<file path="config.mk">
export PLATFORM = sky130hd
export DESIGN_NAME = axon_terminal_synapse_flat
export DESIGN_NICKNAME = d
export VERILOG_FILES = /design/src/rtl/axon_terminal_synapse_if.sv /design/src/rtl/axon_terminal_synapse.sv /design/src/flat_wrapper.sv
export SDC_FILE = /design/constraint.sdc
export NUM_CORES = 1
export LEC_CHECK = 0
export ABC_AREA = 1
export BUFFER_PORTS_ARGS = -buffer_cell sky130_fd_sc_hd__buf_4
export CAP_MARGIN = 40
export CORE_MARGIN = 1.5
export CORE_UTILIZATION = 60
export DETAILED_ROUTE_END_ITERATION = 7
export PLACE_DENSITY = 0.92
export SLEW_MARGIN = 20
export SYNTH_ARGS = -nofsm -noshare
export SYNTH_HDL_FRONTEND = slang
export SYNTH_SLANG_ARGS = --single-unit
</file>
<file path="constraint.sdc">
create_clock -name clock -period 4.7 [get_ports clock]
set_clock_uncertainty 0.05 [all_clocks]
set_input_delay 0 -clock clock [delete_from_list [all_inputs] [get_ports clock]]
set_output_delay 0 -clock clock [all_outputs]
set_load 0.01 [all_outputs]
</file>
<file path="src/rtl/axon_terminal_synapse_if.sv">
// Spike-in / PSC-out bundle between the axon delay stage, the synapse and the soma.
interface axon_terminal_synapse_if #(
  parameter int WEIGHT_W = 8,
  parameter int PSC_W    = 12,
  parameter int RES_MAX  = 4
);
  localparam int RES_W = $clog2(RES_MAX + 1);

  logic                    spike_in;
  logic [WEIGHT_W-1:0]     weight;
  logic                    excitatory;
  logic signed [PSC_W-1:0] psc_out;
  logic [RES_W-1:0]        resources;
  logic                    accepted;
  logic                    dropped;
  logic                    refractory;

  modport master (
    output spike_in, weight, excitatory,
    input  psc_out, resources, accepted, dropped, refractory
  );

  modport slave (
    input  spike_in, weight, excitatory,
    output psc_out, resources, accepted, dropped, refractory
  );
endinterface

</file>
<file path="src/rtl/axon_terminal_synapse.sv">
// Axon terminal synapse: weighted, saturating PSC with exponential decay, refractory window
// and a vesicle pool that depletes on each accepted spike and recovers one vesicle per period.
module axon_terminal_synapse #(
  parameter int WEIGHT_W       = 8,
  parameter int PSC_W          = 12,
  parameter int DECAY_SHIFT    = 3,
  parameter int DECAY_PERIOD   = 4,
  parameter int REFRACT        = 2,
  parameter int RES_MAX        = 4,
  parameter int RECOVER_PERIOD = 16
) (
  input  logic                    clock,
  input  logic                    reset,
  axon_terminal_synapse_if.slave  bus
);
  localparam int RES_W = $clog2(RES_MAX + 1);
  localparam int DC_W  = (DECAY_PERIOD > 1) ? $clog2(DECAY_PERIOD) : 1;
  localparam int RC_W  = (RECOVER_PERIOD > 1) ? $clog2(RECOVER_PERIOD) : 1;
  localparam int RF_W  = (REFRACT > 0) ? $clog2(REFRACT + 1) : 1;

  localparam logic signed [PSC_W:0] PSC_MAX = {2'b00, {(PSC_W-1){1'b1}}};
  localparam logic signed [PSC_W:0] PSC_MIN = {2'b11, {(PSC_W-1){1'b0}}};

  typedef enum logic {ST_READY, ST_REFRACT} state_t;

  state_t                  r_state;
  logic [RF_W-1:0]         r_refr_cnt;
  logic signed [PSC_W-1:0] r_psc;
  logic [RES_W-1:0]        r_res;
  logic [DC_W-1:0]         r_decay_cnt;
  logic [RC_W-1:0]         r_rec_cnt;
  logic                    r_accepted;
  logic                    r_dropped;

  logic                    w_accept;
  logic signed [PSC_W:0]   w_wext;
  logic signed [PSC_W:0]   w_psc_ext;
  logic signed [PSC_W:0]   w_sum;
  logic signed [PSC_W-1:0] w_sat;
  logic signed [PSC_W-1:0] w_shift;
  logic signed [PSC_W-1:0] w_step;
  logic signed [PSC_W-1:0] w_decayed;
  logic                    w_decay_tick;
  logic                    w_rec_tick;

  assign w_accept = bus.spike_in && (r_state == ST_READY) && (r_res != '0);

  // Sum at one extra bit so the clamp sees the true overflow direction.
  assign w_wext    = $signed({{(PSC_W+1-WEIGHT_W){1'b0}}, bus.weight});
  assign w_psc_ext = {r_psc[PSC_W-1], r_psc};
  assign w_sum     = bus.excitatory ? (w_psc_ext + w_wext) : (w_psc_ext - w_wext);
  assign w_sat     = (w_sum > PSC_MAX) ? PSC_MAX[PSC_W-1:0] :
                     (w_sum < PSC_MIN) ? PSC_MIN[PSC_W-1:0] : w_sum[PSC_W-1:0];

  // Positive values get a minimum step of 1 so they reach zero; negatives already do via -1>>>k.
  assign w_shift   = r_psc >>> DECAY_SHIFT;
  assign w_step    = ((w_shift == '0) && !r_psc[PSC_W-1] && (r_psc != '0)) ?
                     {{(PSC_W-1){1'b0}}, 1'b1} : w_shift;
  assign w_decayed = r_psc - w_step;

  assign w_decay_tick = (r_decay_cnt == DC_W'(DECAY_PERIOD - 1));
  assign w_rec_tick   = (r_rec_cnt == RC_W'(RECOVER_PERIOD - 1)) && (r_res != RES_W'(RES_MAX));

  always_ff @(posedge clock) begin
    if (reset) begin
      r_state     <= ST_READY;
      r_refr_cnt  <= '0;
      r_psc       <= '0;
      r_res       <= RES_W'(RES_MAX);
      r_decay_cnt <= '0;
      r_rec_cnt   <= '0;
      r_accepted  <= 1'b0;
      r_dropped   <= 1'b0;
    end else begin
      r_accepted <= w_accept;
      r_dropped  <= bus.spike_in && !w_accept;

      if (w_accept) begin
        r_psc       <= w_sat;
        r_decay_cnt <= '0;
      end else if (r_psc != '0) begin
        if (w_decay_tick) begin
          r_psc       <= w_decayed;
          r_decay_cnt <= '0;
        end else begin
          r_decay_cnt <= r_decay_cnt + 1'b1;
        end
      end else begin
        r_decay_cnt <= '0;
      end

      if (r_res != RES_W'(RES_MAX)) begin
        r_rec_cnt <= w_rec_tick ? '0 : (r_rec_cnt + 1'b1);
      end else begin
        r_rec_cnt <= '0;
      end

      // A recovery tick coinciding with an accept cancels out.
      case ({w_accept, w_rec_tick})
        2'b10:   r_res <= r_res - 1'b1;
        2'b01:   r_res <= r_res + 1'b1;
        default: r_res <= r_res;
      endcase

      case (r_state)
        ST_READY: begin
          if (w_accept && (REFRACT > 0)) begin
            r_state    <= ST_REFRACT;
            r_refr_cnt <= RF_W'(REFRACT);
          end
        end
        ST_REFRACT: begin
          r_refr_cnt <= r_refr_cnt - 1'b1;
          if (r_refr_cnt <= RF_W'(1)) begin
            r_state <= ST_READY;
          end
        end
        default: r_state <= ST_READY;
      endcase
    end
  end

  assign bus.psc_out    = r_psc;
  assign bus.resources  = r_res;
  assign bus.accepted   = r_accepted;
  assign bus.dropped    = r_dropped;
  assign bus.refractory = (r_state == ST_REFRACT);
endmodule
</file>
<file path="src/flat_wrapper.sv">
// flat-port wrapper written by rule: the top's interface ports become plain ports
module axon_terminal_synapse_flat 
#(
  parameter int WEIGHT_W       = 8,
  parameter int PSC_W          = 12,
  parameter int DECAY_SHIFT    = 3,
  parameter int DECAY_PERIOD   = 4,
  parameter int REFRACT        = 2,
  parameter int RES_MAX        = 4,
  parameter int RECOVER_PERIOD = 16
)
  (clock, reset, bus_spike_in, bus_weight, bus_excitatory, bus_psc_out, bus_resources, bus_accepted, bus_dropped, bus_refractory);
  axon_terminal_synapse_if #(.WEIGHT_W(WEIGHT_W), .PSC_W(PSC_W), .RES_MAX(RES_MAX)) bus_i ();
  input  logic clock;
  input  logic reset;
  input wire logic [$bits(bus_i.spike_in)-1:0] bus_spike_in;
  input wire logic [$bits(bus_i.weight)-1:0] bus_weight;
  input wire logic [$bits(bus_i.excitatory)-1:0] bus_excitatory;
  output wire logic [$bits(bus_i.psc_out)-1:0] bus_psc_out;
  output wire logic [$bits(bus_i.resources)-1:0] bus_resources;
  output wire logic [$bits(bus_i.accepted)-1:0] bus_accepted;
  output wire logic [$bits(bus_i.dropped)-1:0] bus_dropped;
  output wire logic [$bits(bus_i.refractory)-1:0] bus_refractory;
  assign bus_i.spike_in = bus_spike_in;
  assign bus_i.weight = bus_weight;
  assign bus_i.excitatory = bus_excitatory;
  assign bus_psc_out = bus_i.psc_out;
  assign bus_resources = bus_i.resources;
  assign bus_accepted = bus_i.accepted;
  assign bus_dropped = bus_i.dropped;
  assign bus_refractory = bus_i.refractory;
  axon_terminal_synapse #(.WEIGHT_W(WEIGHT_W), .PSC_W(PSC_W), .DECAY_SHIFT(DECAY_SHIFT), .DECAY_PERIOD(DECAY_PERIOD), .REFRACT(REFRACT), .RES_MAX(RES_MAX), .RECOVER_PERIOD(RECOVER_PERIOD)) u_core (.clock(clock), .reset(reset), .bus(bus_i));
endmodule
</file>
# Word level (Yosys, flattened, before mapping)
# Index checks and enable logic that the tools add are counted.
# Widths: inputs -> output; s select.
[op_classes]
addsub = 8
n_mul = 0
div_mod_pow = 0
n_lt_le_gt_ge = 3
eq_ne = 6
shifts = 0
muxes = 13
n_bitwise = 3
n_reduce_logical = 17
[ops]
columns = ["operator", "n"]
rows = [
  ["$mux 12", 6],
  ["$add 12x9->13", 1],
  ["$gt 13x12->1 const B", 1],
  ["$lt 13x12->1 const B", 1],
  ["$mux 13", 1],
  ["$sub 12x9->13", 1],
  ["$logic_not 12->1", 1],
  ["$reduce_bool 12->1", 1],
  ["$sub 12x12->12", 1],
  ["$logic_and 1x1->1", 6],
  ["$pmux 3 s2", 1],
  ["$reduce_bool 2->1", 3],
  ["$add 4x1->4 const B", 1],
  ["$eq 2x2->1 const B", 2],
  ["$eq 4x4->1 const B", 1],
  ["$pmux 2 s2", 1],
  ["$reduce_or 4->1", 1],
  ["$add 3x1->3 const B", 1],
  ["$ne 3x3->1 const B", 1],
  ["$not 1->1", 3],
  ["$reduce_bool 3->1", 1],
  ["$reduce_or 3->1", 1],
  ["$sub 3x1->3 const B", 1],
  ["$add 2x1->2 const B", 1],
  ["other kinds (9)", 11],
]
[totals]
reg_bits = 26
latch_bits = 0
ram_bits = 0
romBits = 0
in_bits = 12
output_inout_bits = 18
word_cells = 58
memories = 0

# Depth between registers and ports, before layout
[depth]
depth_word = 8
mapped_depth = 23
mapped_depth_nobuf = 23

# Worst setup path before layout
# OpenSTA, ideal clock, no wires.
[synth_path]
path_type = "register to register"
from = "reg u_core.r_psc[11], in the netlist u_core.bus.psc_out[11]"
to = "reg u_core.r_psc[6], in the netlist u_core.bus.psc_out[6]"
setup_ps = 117
arrival_time_ps = 2302
setup_slack_ps = 2231
stages_incl_launch_ff = 18
n_path_buf = 0
period_less_slack_ps = 2469
cell_sequence = "dfxtp_1 inv_1 ha_1 inv_1 nor2_1 nand3_1 a21o_1 ha_1 fa_1 inv_1 nand3_1 nand2_1 a21oi_1 xor2_1 nand2_1 nand2_1 nor2_1 nor2_1"
[synth_between]
elab_chain_cells = 8
[synth_lines]
columns = ["element", "line_no", "rtl"]
rows = [
  ["start, declared", "axon_terminal_synapse.sv:28", "logic signed [PSC_W-1:0] r_psc;"],
  ["start signal, assigned", "axon_terminal_synapse.sv:79", "r_psc <= w_sat;"],
  ["start signal, assigned", "axon_terminal_synapse.sv:83", "r_psc <= w_decayed;"],
  ["branches (longest 8 deep; another with $sub 12x9->13)", "n/a", ""],
]
# Several ways; the timed one is not identified. The select of a mux whose other input is x is not followed.
# A chain may end at the register's enable or synchronous reset.

# Worst setup path after layout
# Ends and elaborated chain as after synthesis.

==> metrics.cfg <==
[status]
status = complete, no violations

[global_routing]
grt_pass1_wl_um = 11600
grt_max_degree = 19
grt_overflow = 0
antenna_found_initial = 0
grt_usage_pct = 28.0
grt_pass1_vias = 2729

[detailed_routing]
avgRoutedWirePerCell_um = 12.8
num_vias = 2896
postRouteAntennaNets = 0
avgViaCountPerCell = 5.45
drt_wl_total_um = 6790
first_pass_iters = 5
drtIter0Drc = 144
drc = 0

[synthesis]
synth-seq-cells = 26
synth_most_common_cell = nand2_1
synth_cell_type_count = 31
yosys-top-cells-count = nand2_1, inv_1, nor2_1
synth_edf_count = 0
ys_seq_area_share_pct = 19.0
synthArstFlopShare_pct = 0
synth_ff_type = dfxtp_1
yosys.area.top_type = dfxtp_1
netlist_area_um2 = 2740
synth_top_area_share_pct = 19.0
synth_area_per_cell_um2 = 6.08
syn_nets = 496
synth.area.top_cells = dfxtp_1, nand2_1, ha_1, inv_1, nor2_1
syn_inst = 451
yosysWarnings = 0

[place]
io_buffers = 29
placed_cells = 525
gp_congestion = 0.913
hpwl_um = 5630

[critical_path]
path_max_fanout = 7
r2r_slack_ps = 1800
rr_worst_depth = 17
critPathMaxStageDelay_ps = 390
crit_chain = inv_1, ha_1, inv_1, nor2_1, nand3_1, a21o_1, ha_1, fa_1, inv_1, nand3_1, nand2_1, a21oi_1, xor2_1, nand2_1, nand2_1, nor2_1, nor2_1
cp.required_ps = 4870
reg2reg_to = u_core.bus.psc_out[6]
crit_path_end_kind = register
cp.arrival_ps = 3070
startpoint_type = register
setup.worst_path.class = register to register
reg2reg_from = u_core.bus.psc_out[11]
slowest_stage = dfxtp_1

[finish]
n_antenna_cell = 0
layout.cells.non_filler = 531
layout-drive-gt1-share_pct = 9.60
area_delta_synth_final_pct = 12.5
final_nets = 525

[timing]
worst_pin_slew_ps = 615
fin_setup_tns_ps = 0
finalSetupViolCount = 0
slew_headroom_pct = 58.9
finalCritPeriodShare_pct = 61.8
period_needed_ps = 2900
hold_viol_final = 0
slew_violations = 0
rsz0062_at_grt = no
max_freq_ghz = 0.344

[clock_tree]
clock_sinks = 26
root_buffer = clkbuf_8
cts_resized = 0
cts_max_path_buffers = 2
clkTransAtPathRegs_ps = 90
cts_setup_buffers = 0
numCtsBuffers = 3
htreeDepth = 1
insertion_delay_ps = 280
postCtsHoldBufs = 2
cts_tree = built

[power]
powerDensity_nw_per_um2 = 448
vdd_drop_max_v = 0.000186
pwr-share-clk_pct = 13.8
p_sw_w = 0.000680
p_sw_share_pct = 49.3
internal-power_w = 0.000700
p_total_w = 0.00138
seq_power_share_pct = 22.7
leakagePower_nw = 1.73
comb_power_share_pct = 63.6

[floorplan]
core_area_um2 = 4380
initial_utilization_pct = 62.5
rows = 24
io_pins = 30
die_w_um = 70.6
dieArea_um2 = 4980
die-height_um = 70.6

[flow_run]
drv_cap = 0

[worst_hold_path]
whs_endpoint = u_core.bus.psc_out[0]
whs_path_depth = 6
hp-start = bus_weight[0]
hold_class = primary input to register

critical path: cells and delay by family (launching register included):
| family | cells | cell delay (ps) |
|---|---|---|
| and+or+nand+nor | 8 | 670 |
| DFF | 1 | 390 |
| AOI/OAI and AO/OA | 2 | 290 |
| buffers and inverters | 3 | 400 |
| adders and majority gates | 3 | 790 |
| xor gates and xnor gates | 1 | 240 |
how the worst max path moves through the flow:
stage	start	endpoint	slack, ps	cells after the start
final	u_core.bus.psc_out[11]	u_core.bus.psc_out[6]	1800	17
after floorplan	u_core.bus.psc_out[11]	u_core.bus.psc_out[6]	2230	17
after detailed placement	u_core.bus.psc_out[11]	u_core.bus.psc_out[6]	1890	17
after CTS	u_core.bus.psc_out[11]	u_core.bus.psc_out[8]	1820	18
after global routing	u_core.bus.psc_out[11]	u_core.bus.psc_out[6]	1510	17
after global placement	u_core.bus.psc_out[11]	u_core.bus.psc_out[6]	1900	17
placed cells by master, fill, tap and decap left out, types with 3 or more instances in the layout:
master    netlist  routed
inv_1          80      80
buf_4           1      29
o21ai_0        24      24
ha_1           30      30
nand2_1       108     108
xnor2_1         4       4
dfxtp_1        26      26
fa_1            3       3
nor3_1          4       4
nor2_1         54      54
a21oi_1        30      30
a31oi_1         4       4
nand2_2         5       5
clkbuf_8        0       3
nand3_1        35      35
nand4_1         5       5
xor2_1         15      15
layer usage:
| metal | global-route usage (%) | share of wire (%) |
|---|---|---|
| met5 | 0 | 0 |
| met4 | 9.43 | 2.3 |
| met2 | 48.1 | 48 |
| met1 | 37.4 | 43 |
| met3 | 1.99 | 6.8 |
through the flow:
| step | area, um2 | worst slack (ps) | hold slack (ps) | util [%] |
|---|---|---|---|---|
| after floorplan | 2740 | 2230 | 78.3 | - |
| after global placement | 2990 | 1900 | 216 | 68.2 |
| after detailed placement | 2990 | 1890 | 212 | 68.2 |
| after CTS | 3080 | 1820 | 151 | 70.3 |
| after global routing | 3080 | 1510 | 196 | 70.3 |
| final | 3080 | 1800 | 150 | 70.3 |
sequential cells by signal, summed over array words and instances, names as in the netlist:
register and flops:
u_core.bus.psc_out 12, u_core.r_rec_cnt 4, u_core.bus.resources 3, u_core.r_decay_cnt 2, u_core.r_refr_cnt 2, u_core.bus.accepted 1
u_core.bus.dropped 1, u_core.bus.refractory 1
layout make-up:
cell class / count / area, um2
Tap cell: 52 / 65.1
Sequential cell: 26 / 520
Inverter: 82 / 308
Timing Repair Buffer: 31 / 238
Fill cell: 381 / 1300
Multi-Input combinational cell: 336 / 1880
Clock buffer: 3 / 41.3
Clock inverter: 1 / 30.0
cell families (layout without fill, tap and decap cells):
family,Yosys count,count (layout),share of synthesized area (%)
adder cells (fa/ha/maj),33,33,15.9
AO/OA/AOI/OAI,64,64,12.6
AND/OR/NAND/NOR,220,220,34.0
flip-flops,26,26,19.0
XOR/XNOR,19,19,6.07
buffers and inverters,89,117,12.4
power by group through the flow:
stage,sequential [W],clock [W],combinational (W)
3_5_place_dp,0.000316,0,0.000858
3_3_place_gp,0.000314,0,0.000833
2_1_floorplan,0.000310,0,0.000641
4_1_cts,0.000311,0.000190,0.000869
5_1_grt,0.000318,0.000197,0.000993
6_report,0.000313,0.000190,0.000877
(Power assumes the default switching activity.)
